File: src/rtl/udp_rx_parser.sv
// udp_rx_parser: Avalon-ST sink that parses 32-bit beats of an Ethernet/IPv4/UDP
// frame, filters on destination MAC, EtherType, IP version/IHL, IP protocol,
// destination IP and destination UDP port, and extracts the speed/ADC sensor
// words. It never backpressures; results appear the cycle after the eop beat.
// Optional macro UDP_RX_IP_CSUM_EN adds an IPv4 header checksum check.
// Ports: Clock_xCI/Reset_xSI (sync, active-high); Rx_* = ST sink (readyLatency 0);
//        Speed_Sensor_xDO/Adc_xDO = last accepted payload words;
//        Packet_Valid_xSO = 1-cycle accept pulse; Good/Drop_Count_xDO = saturating counters.
module udp_rx_parser #(
  parameter logic [47:0] LOCAL_MAC   = 48'h001C_2317_4ACB,
  parameter logic [31:0] LOCAL_IP    = 32'hC0A8_0102,
  parameter logic [15:0] UDP_PORT    = 16'd4660,
  parameter int          COUNT_WIDTH = 16
) (
  input  logic                   Clock_xCI,
  input  logic                   Reset_xSI,
  input  logic [31:0]            Rx_Data_xDI,
  input  logic                   Rx_Valid_xSI,
  output logic                   Rx_Ready_xSO,
  input  logic                   Rx_Sop_xSI,
  input  logic                   Rx_Eop_xSI,
  input  logic [1:0]             Rx_Empty_xDI,
  input  logic                   Rx_Error_xSI,
  output logic [15:0]            Speed_Sensor_xDO,
  output logic [15:0]            Adc_xDO,
  output logic                   Packet_Valid_xSO,
  output logic [COUNT_WIDTH-1:0] Good_Count_xDO,
  output logic [COUNT_WIDTH-1:0] Drop_Count_xDO
);

  typedef enum logic [2:0] {S_IDLE, S_HDR, S_PAY, S_DRAIN, S_COMMIT} state_t;

  state_t      state;
  logic [4:0]  word_cnt;     // index of the next beat within the frame, saturates at 17
  logic [15:0] pend_speed;
  logic [15:0] pend_adc;

  logic        beat, start, in_frame;
  logic [4:0]  w_cur;
  logic        field_bad, hdr_bad, csum_ok, good_cond;
  logic        good_ev, drop_ev;

  assign beat     = Rx_Valid_xSI & Rx_Ready_xSO;
  assign start    = beat & Rx_Sop_xSI;
  assign in_frame = (state == S_HDR) || (state == S_PAY) || (state == S_DRAIN);
  assign w_cur    = Rx_Sop_xSI ? 5'd0 : word_cnt;

  always_comb begin
    field_bad = 1'b0;
    case (w_cur)
      5'd0:    field_bad = (Rx_Data_xDI[15:0]  != LOCAL_MAC[47:32]);
      5'd1:    field_bad = (Rx_Data_xDI        != LOCAL_MAC[31:0]);
      5'd3:    field_bad = (Rx_Data_xDI[15:0]  != 16'h0800);
      5'd4:    field_bad = (Rx_Data_xDI[31:24] != 8'h45);
      5'd6:    field_bad = (Rx_Data_xDI[23:16] != 8'd17);
      5'd8:    field_bad = (Rx_Data_xDI        != LOCAL_IP);
      5'd9:    field_bad = (Rx_Data_xDI[15:0]  != UDP_PORT);
      default: field_bad = 1'b0;
    endcase
  end

  // Header checks only apply to the sop beat and to beats while still in HDR.
  assign hdr_bad = (start || (beat && state == S_HDR)) && field_bad;

`ifdef UDP_RX_IP_CSUM_EN
  logic [15:0] csum_acc;

  function automatic logic [15:0] ones_add(input logic [15:0] a, input logic [15:0] b);
    logic [16:0] s;
    s = {1'b0, a} + {1'b0, b};
    return s[15:0] + {15'd0, s[16]};
  endfunction

  always_ff @(posedge Clock_xCI) begin
    if (Reset_xSI || start) begin
      csum_acc <= 16'd0;
    end else if (beat && state == S_HDR && word_cnt >= 5'd4 && word_cnt <= 5'd8) begin
      csum_acc <= ones_add(ones_add(csum_acc, Rx_Data_xDI[31:16]), Rx_Data_xDI[15:0]);
    end
  end

  assign csum_ok = (csum_acc == 16'hFFFF);
`else
  assign csum_ok = 1'b1;
`endif

  // An eop at W16 with empty bytes means the 24-byte payload is short.
  assign good_cond = (state == S_PAY) && (word_cnt >= 5'd16) && !Rx_Error_xSI &&
                     !((word_cnt == 5'd16) && (Rx_Empty_xDI != 2'd0)) && csum_ok;

  // A sop always ends the current frame (as a drop) and a sop+eop beat is a
  // runt, so good and drop can never fire together.
  assign good_ev = beat && Rx_Eop_xSI && !start && in_frame && good_cond;
  assign drop_ev = (start && in_frame) || (start && Rx_Eop_xSI) ||
                   (beat && Rx_Eop_xSI && !start && in_frame && !good_cond);

  always_ff @(posedge Clock_xCI) begin
    if (Reset_xSI) begin
      state            <= S_IDLE;
      word_cnt         <= 5'd0;
      pend_speed       <= 16'd0;
      pend_adc         <= 16'd0;
      Rx_Ready_xSO     <= 1'b0;
      Speed_Sensor_xDO <= 16'd0;
      Adc_xDO          <= 16'd0;
      Packet_Valid_xSO <= 1'b0;
      Good_Count_xDO   <= '0;
      Drop_Count_xDO   <= '0;
    end else begin
      Rx_Ready_xSO     <= 1'b1;
      Packet_Valid_xSO <= good_ev;

      if (good_ev) begin
        Speed_Sensor_xDO <= pend_speed;
        Adc_xDO          <= pend_adc;
        if (Good_Count_xDO != '1) Good_Count_xDO <= Good_Count_xDO + 1'b1;
      end
      if (drop_ev && Drop_Count_xDO != '1) Drop_Count_xDO <= Drop_Count_xDO + 1'b1;

      if (beat && state == S_PAY && !start && word_cnt == 5'd11) begin
        pend_speed <= Rx_Data_xDI[31:16];
        pend_adc   <= Rx_Data_xDI[15:0];
      end

      if (start) begin
        word_cnt <= 5'd1;
        if (Rx_Eop_xSI)   state <= S_COMMIT;
        else if (hdr_bad) state <= S_DRAIN;
        else              state <= S_HDR;
      end else if (beat && in_frame) begin
        if (word_cnt != 5'd17) word_cnt <= word_cnt + 5'd1;
        if (Rx_Eop_xSI) begin
          state <= S_COMMIT;
        end else if (state == S_HDR) begin
          if (hdr_bad)                state <= S_DRAIN;
          else if (word_cnt == 5'd10) state <= S_PAY;
        end
      end else if (state == S_COMMIT) begin
        // Non-sop beats arriving here belong to no frame and are discarded.
        state <= S_IDLE;
      end
    end
  end

endmodule
File: config.mk
export PLATFORM = sky130hd
export DESIGN_NAME = udp_rx_parser
export DESIGN_NICKNAME = d
export VERILOG_FILES = /design/src/rtl/udp_rx_parser.sv
export SDC_FILE = /design/constraint.sdc
export NUM_CORES = 1
export LEC_CHECK = 0
export BUFFER_PORTS_ARGS = -buffer_cell sky130_fd_sc_hd__buf_2
export CAP_MARGIN = 0
export CORE_UTILIZATION = 40
export CTS_CLUSTER_DIAMETER = 150
export DETAILED_ROUTE_END_ITERATION = 7
export HOLD_SLACK_MARGIN = 0.06
export PLACE_DENSITY = 0.62
export SYNTH_ARGS = -nofsm -noshare
export SYNTH_HDL_FRONTEND = slang
export SYNTH_SLANG_ARGS = --single-unit
File: constraint.sdc
create_clock -name Clock_xCI -period 2 [get_ports Clock_xCI]
set_input_delay 0.5 -clock Clock_xCI [delete_from_list [all_inputs] [get_ports Clock_xCI]]
set_output_delay 0.5 -clock Clock_xCI [all_outputs]
set_load 0.02 [all_outputs]
==> results.sh <==
export IMPL_rows=39
export IMPL_max_slew_margin_pct=66.08
export IMPL_clk_pin_slew_ns=0.07
export IMPL_synth_edff_count=0
export IMPL_grt_pass1_wl_microns=22100
export IMPL_synth_async_reset_ratio_pct=0
export IMPL_fin_crit_ns=2.068
export IMPL_ys_types=58
export IMPL_cts_buffer_depth=2
export IMPL_grt_overflow_total=0
export IMPL_firstDrtPassIters=8
export IMPL_ys_seq_area_share_pct=44.68
export IMPL_reg2reg_from="state[2]$_SDFFE_PP0P_"
export IMPL_power_density_nw_per_um2=651.1
export IMPL_area_growth_pct=36.22
export IMPL_rr_worst_depth=7
export IMPL_yosysWarnings=0
export IMPL_postLayoutCoreUtil_pct=56.18
export IMPL_hold_viol=0
export IMPL_use_met2_pct=37.15
export IMPL_whs_path_depth=3
export IMPL_worstSetupEndpointType="flop"
export IMPL_die_w_microns=111.0
export IMPL_tritoncts="built"
export IMPL_top_usage_layer="met2"
export IMPL_max_cap_viol_count=0
export IMPL_reg2reg_to="Drop_Count_xDO[4]$_SDFFE_PP0P_"
export IMPL_status="finished, violations left"
export IMPL_cts_sinks=106
export IMPL_port_buffers=105
export IMPL_p_leak_nw=2.570
export IMPL_crit_type="flop to flop"
export IMPL_fin_cells=903
export IMPL_holdCritPathClass="input pin to flop"
export IMPL_track_usage_pct=21.84
export IMPL_grt_max_degree=51
export IMPL_gp_congestion=0.8534
export IMPL_reg2reg_setup_slack_ns=-0.07
export IMPL_post_drt_wl_per_cell_microns=14.81
export IMPL_power_mw=4.213
export IMPL_gr_usage_met1_pct=27.29
export IMPL_ys_flop_type="dfxtp_1"
export IMPL_grt_pass1_vias=4674
export IMPL_antenna_found_initial=0
export IMPL_wl_microns=13370
export IMPL_crit_required_ns=2.24
export IMPL_die_h_microns=111.0
export IMPL_finalNetCount=802
export IMPL_drt_iter0_markers=318
export IMPL_crit_fanout=3
export IMPL_clockRootBuffer="clkbuf_16"
export IMPL_dp_cells=877
export IMPL_critical_path_cell_chain="or3b_4 -> a311oi_4 -> o21bai_1 -> a22o_1 -> and2_4 -> and4_1 -> mux2_4"
export IMPL_core_area_sq_um=11520
export IMPL_die_area_sq_um=12310
export IMPL_ys_ff_latch=106
export IMPL_slowest_delay_ns=0.42
export IMPL_clock_fmax_ghz=0.4836
export IMPL_slew_viol_final=0
export IMPL_htreeDepth=3
export IMPL_io_pins=106
export IMPL_clk_latency_ns=0.35
export IMPL_setup_slack_ns=-0.06794
export IMPL_drt_vias_per_instance=5.373
export IMPL_cts_buffers=9
export IMPL_violations="DRC, setup timing"
export IMPL_rsz0062_at_grt="yes"
export IMPL_fin_crit_sh_pct=103.4
export IMPL_max_vdd_ir_drop_v=0.0004573
export IMPL_critPathSlowestCell="or3b_4"
export IMPL_grtUsageMet3_pct=4.046
export IMPL_avgSynthCellArea_sq_um=7.929
export IMPL_drc=12
export IMPL_start_util_pct=41.24
export IMPL_cp_startpoint="state[2]$_SDFFE_PP0P_"
export IMPL_finalSetupViolCount=8
export IMPL_drive_gt1_share_pct=32.24
export IMPL_pre_cts_slack_ns=-0.3722
export IMPL_skew_ns=0.007913
export IMPL_vias=4852
export IMPL_tightestPinTransition_ns=0.5088
export IMPL_insertedDiodeCount=0
export IMPL_synthCells=599
export IMPL_ant_nets=0
export IMPL_syn_area_sq_um=4750
export IMPL_crit_end="Drop_Count_xDO[4]$_SDFFE_PP0P_"
export IMPL_cp_start_kind="flop"
export IMPL_holdWs_ns=0.4047
export IMPL_dp_hpwl_microns=9224
export IMPL_worstPathArrival_ns=2.31
export IMPL_synth_nets=645
==> repair_timing <==
item | CTS | global route
buffers inserted | 4 | 3
endpoints found under the setup margin | 22 | 61
hold buffers | 0 | 0
pin swaps | 8 | 13
gates cloned | 2 | 2
resized for setup | 23 | 18
==> logic make-up (layout without fill, tap and decap cells) <==
group | Yosys count | after routing | share of synthesized area [%]
adders and majority gates | 6 | 6 | 1.581
DFF | 106 | 106 | 44.68
xor gates and xnor gates | 22 | 22 | 4.057
muxes | 6 | 6 | 1.317
and+or+nand+nor | 291 | 294 | 29.21
AOI/OAI and AO/OA | 120 | 120 | 14.91
buffers and inverters | 48 | 206 | 4.241
==> worst max-delay path, delay by kind of cell (launching register included) <==
family,cells,cell delay [ns]
multiplexers,1,0.29
AND/OR/NAND/NOR,3,0.74
flip-flops,1,0.32
AO/OA/AOI/OAI,3,0.60
==> stage by stage <==
stage | TNS [ns] | instance area (sq um)
floorplan | -0.3749 | 4823
global placement | -5.486 | 5908
detailed placement | -6.371 | 5908
CTS | -0.2060 | 6342
global route | -2.163 | 6470
finish | -0.2990 | 6470
==> flip-flops by register name, summed over array words and instances, names as in the netlist <==
| signal | count |
|---|---|
| Adc_xDO | 16 |
| Packet_Valid_xSO | 1 |
| Drop_Count_xDO | 16 |
| Good_Count_xDO | 16 |
| pend_adc | 16 |
| Rx_Ready_xSO | 1 |
| state | 3 |
| word_cnt | 5 |
| pend_speed | 16 |
| Speed_Sensor_xDO | 16 |
==> worst min path at each step <==
stage               slack, ns                                 to                   startpoint
finish                   0.40          pend_adc[10]$_SDFFE_PP0P_              Rx_Data_xDI[10]
global route             0.42          pend_adc[13]$_SDFFE_PP0P_              Rx_Data_xDI[13]
CTS                      0.39          pend_adc[13]$_SDFFE_PP0P_              Rx_Data_xDI[13]
detailed placement       0.44         pend_speed[8]$_SDFFE_PP0P_   pend_speed[8]$_SDFFE_PP0P_
global placement         0.44  Speed_Sensor_xDO[15]$_SDFFE_PP0P_  pend_speed[15]$_SDFFE_PP0P_
floorplan                0.43           pend_adc[0]$_SDFFE_PP0P_     pend_adc[0]$_SDFFE_PP0P_
==> final cells by class <==
cell class                      count  area (sq um)
Clock buffer                       11         242.7
Clock inverter                      4         58.81
Fill cell                        1083          5046
Inverter                            8         30.03
Multi-Input combinational cell    448          2621
Sequential cell                   106          2133
Tap cell                          143         178.9
Timing Repair Buffer              183          1205
==> cells in the mapped netlist, types with 4 or more instances <==
cell | number | area share [%]
nor3_1 | 9 | 0.95
nand4_1 | 14 | 1.8
inv_1 | 8 | 0.63
o21ai_0 | 16 | 1.7
and4_1 | 6 | 1.1
mux2i_1 | 4 | 0.84
nand2_1 | 148 | 12
nand3_1 | 17 | 1.8
or3_1 | 13 | 1.7
clkbuf_1 | 28 | 2.2
and3_1 | 10 | 1.3
xor2_1 | 16 | 3.0
buf_2 | 8 | 0.84
nor4b_1 | 4 | 0.74
ha_1 | 6 | 1.6
xnor2_1 | 6 | 1.1
nor4_1 | 6 | 0.79
nor2_1 | 40 | 3.2
a21oi_1 | 76 | 8.0
a31oi_1 | 5 | 0.66
dfxtp_1 | 106 | 45
==> layer usage <==
| metal | up-vias | wire length (microns) |
|---|---|---|
| li1 | 2395 | - |
| met1 | 2289 | 6017 |
| met2 | 146 | 6452 |
| met3 | 22 | 679 |
| met4 | 0 | 224 |
| met5 | - | 0 |
==> cell usage in the layout (no fill, tap or decap), types with 8 or more instances in the layout <==
cell type	n
o21ai_0	15
xor2_1	16
buf_2	104
clkbuf_16	10
dfxtp_1	99
a21oi_1	76
nand3_2	8
buf_4	70
nand4_1	14
nand3_1	11
and3_1	10
inv_1	8
or3_1	13
nand2_1	144
nor2_1	37
==> power by group <==
part | leakage, nW | internal, mW | total [mW] | switching, mW
sequential | 0.858 | 2.11 | 2.12 | 0.00326
clock | 0.148 | 1.01 | 1.82 | 0.804
combinational | 1.56 | 0.124 | 0.279 | 0.155
total | 2.57 | 3.25 | 4.21 | 0.962
Note: power is estimated with default switching activity, not from simulation.
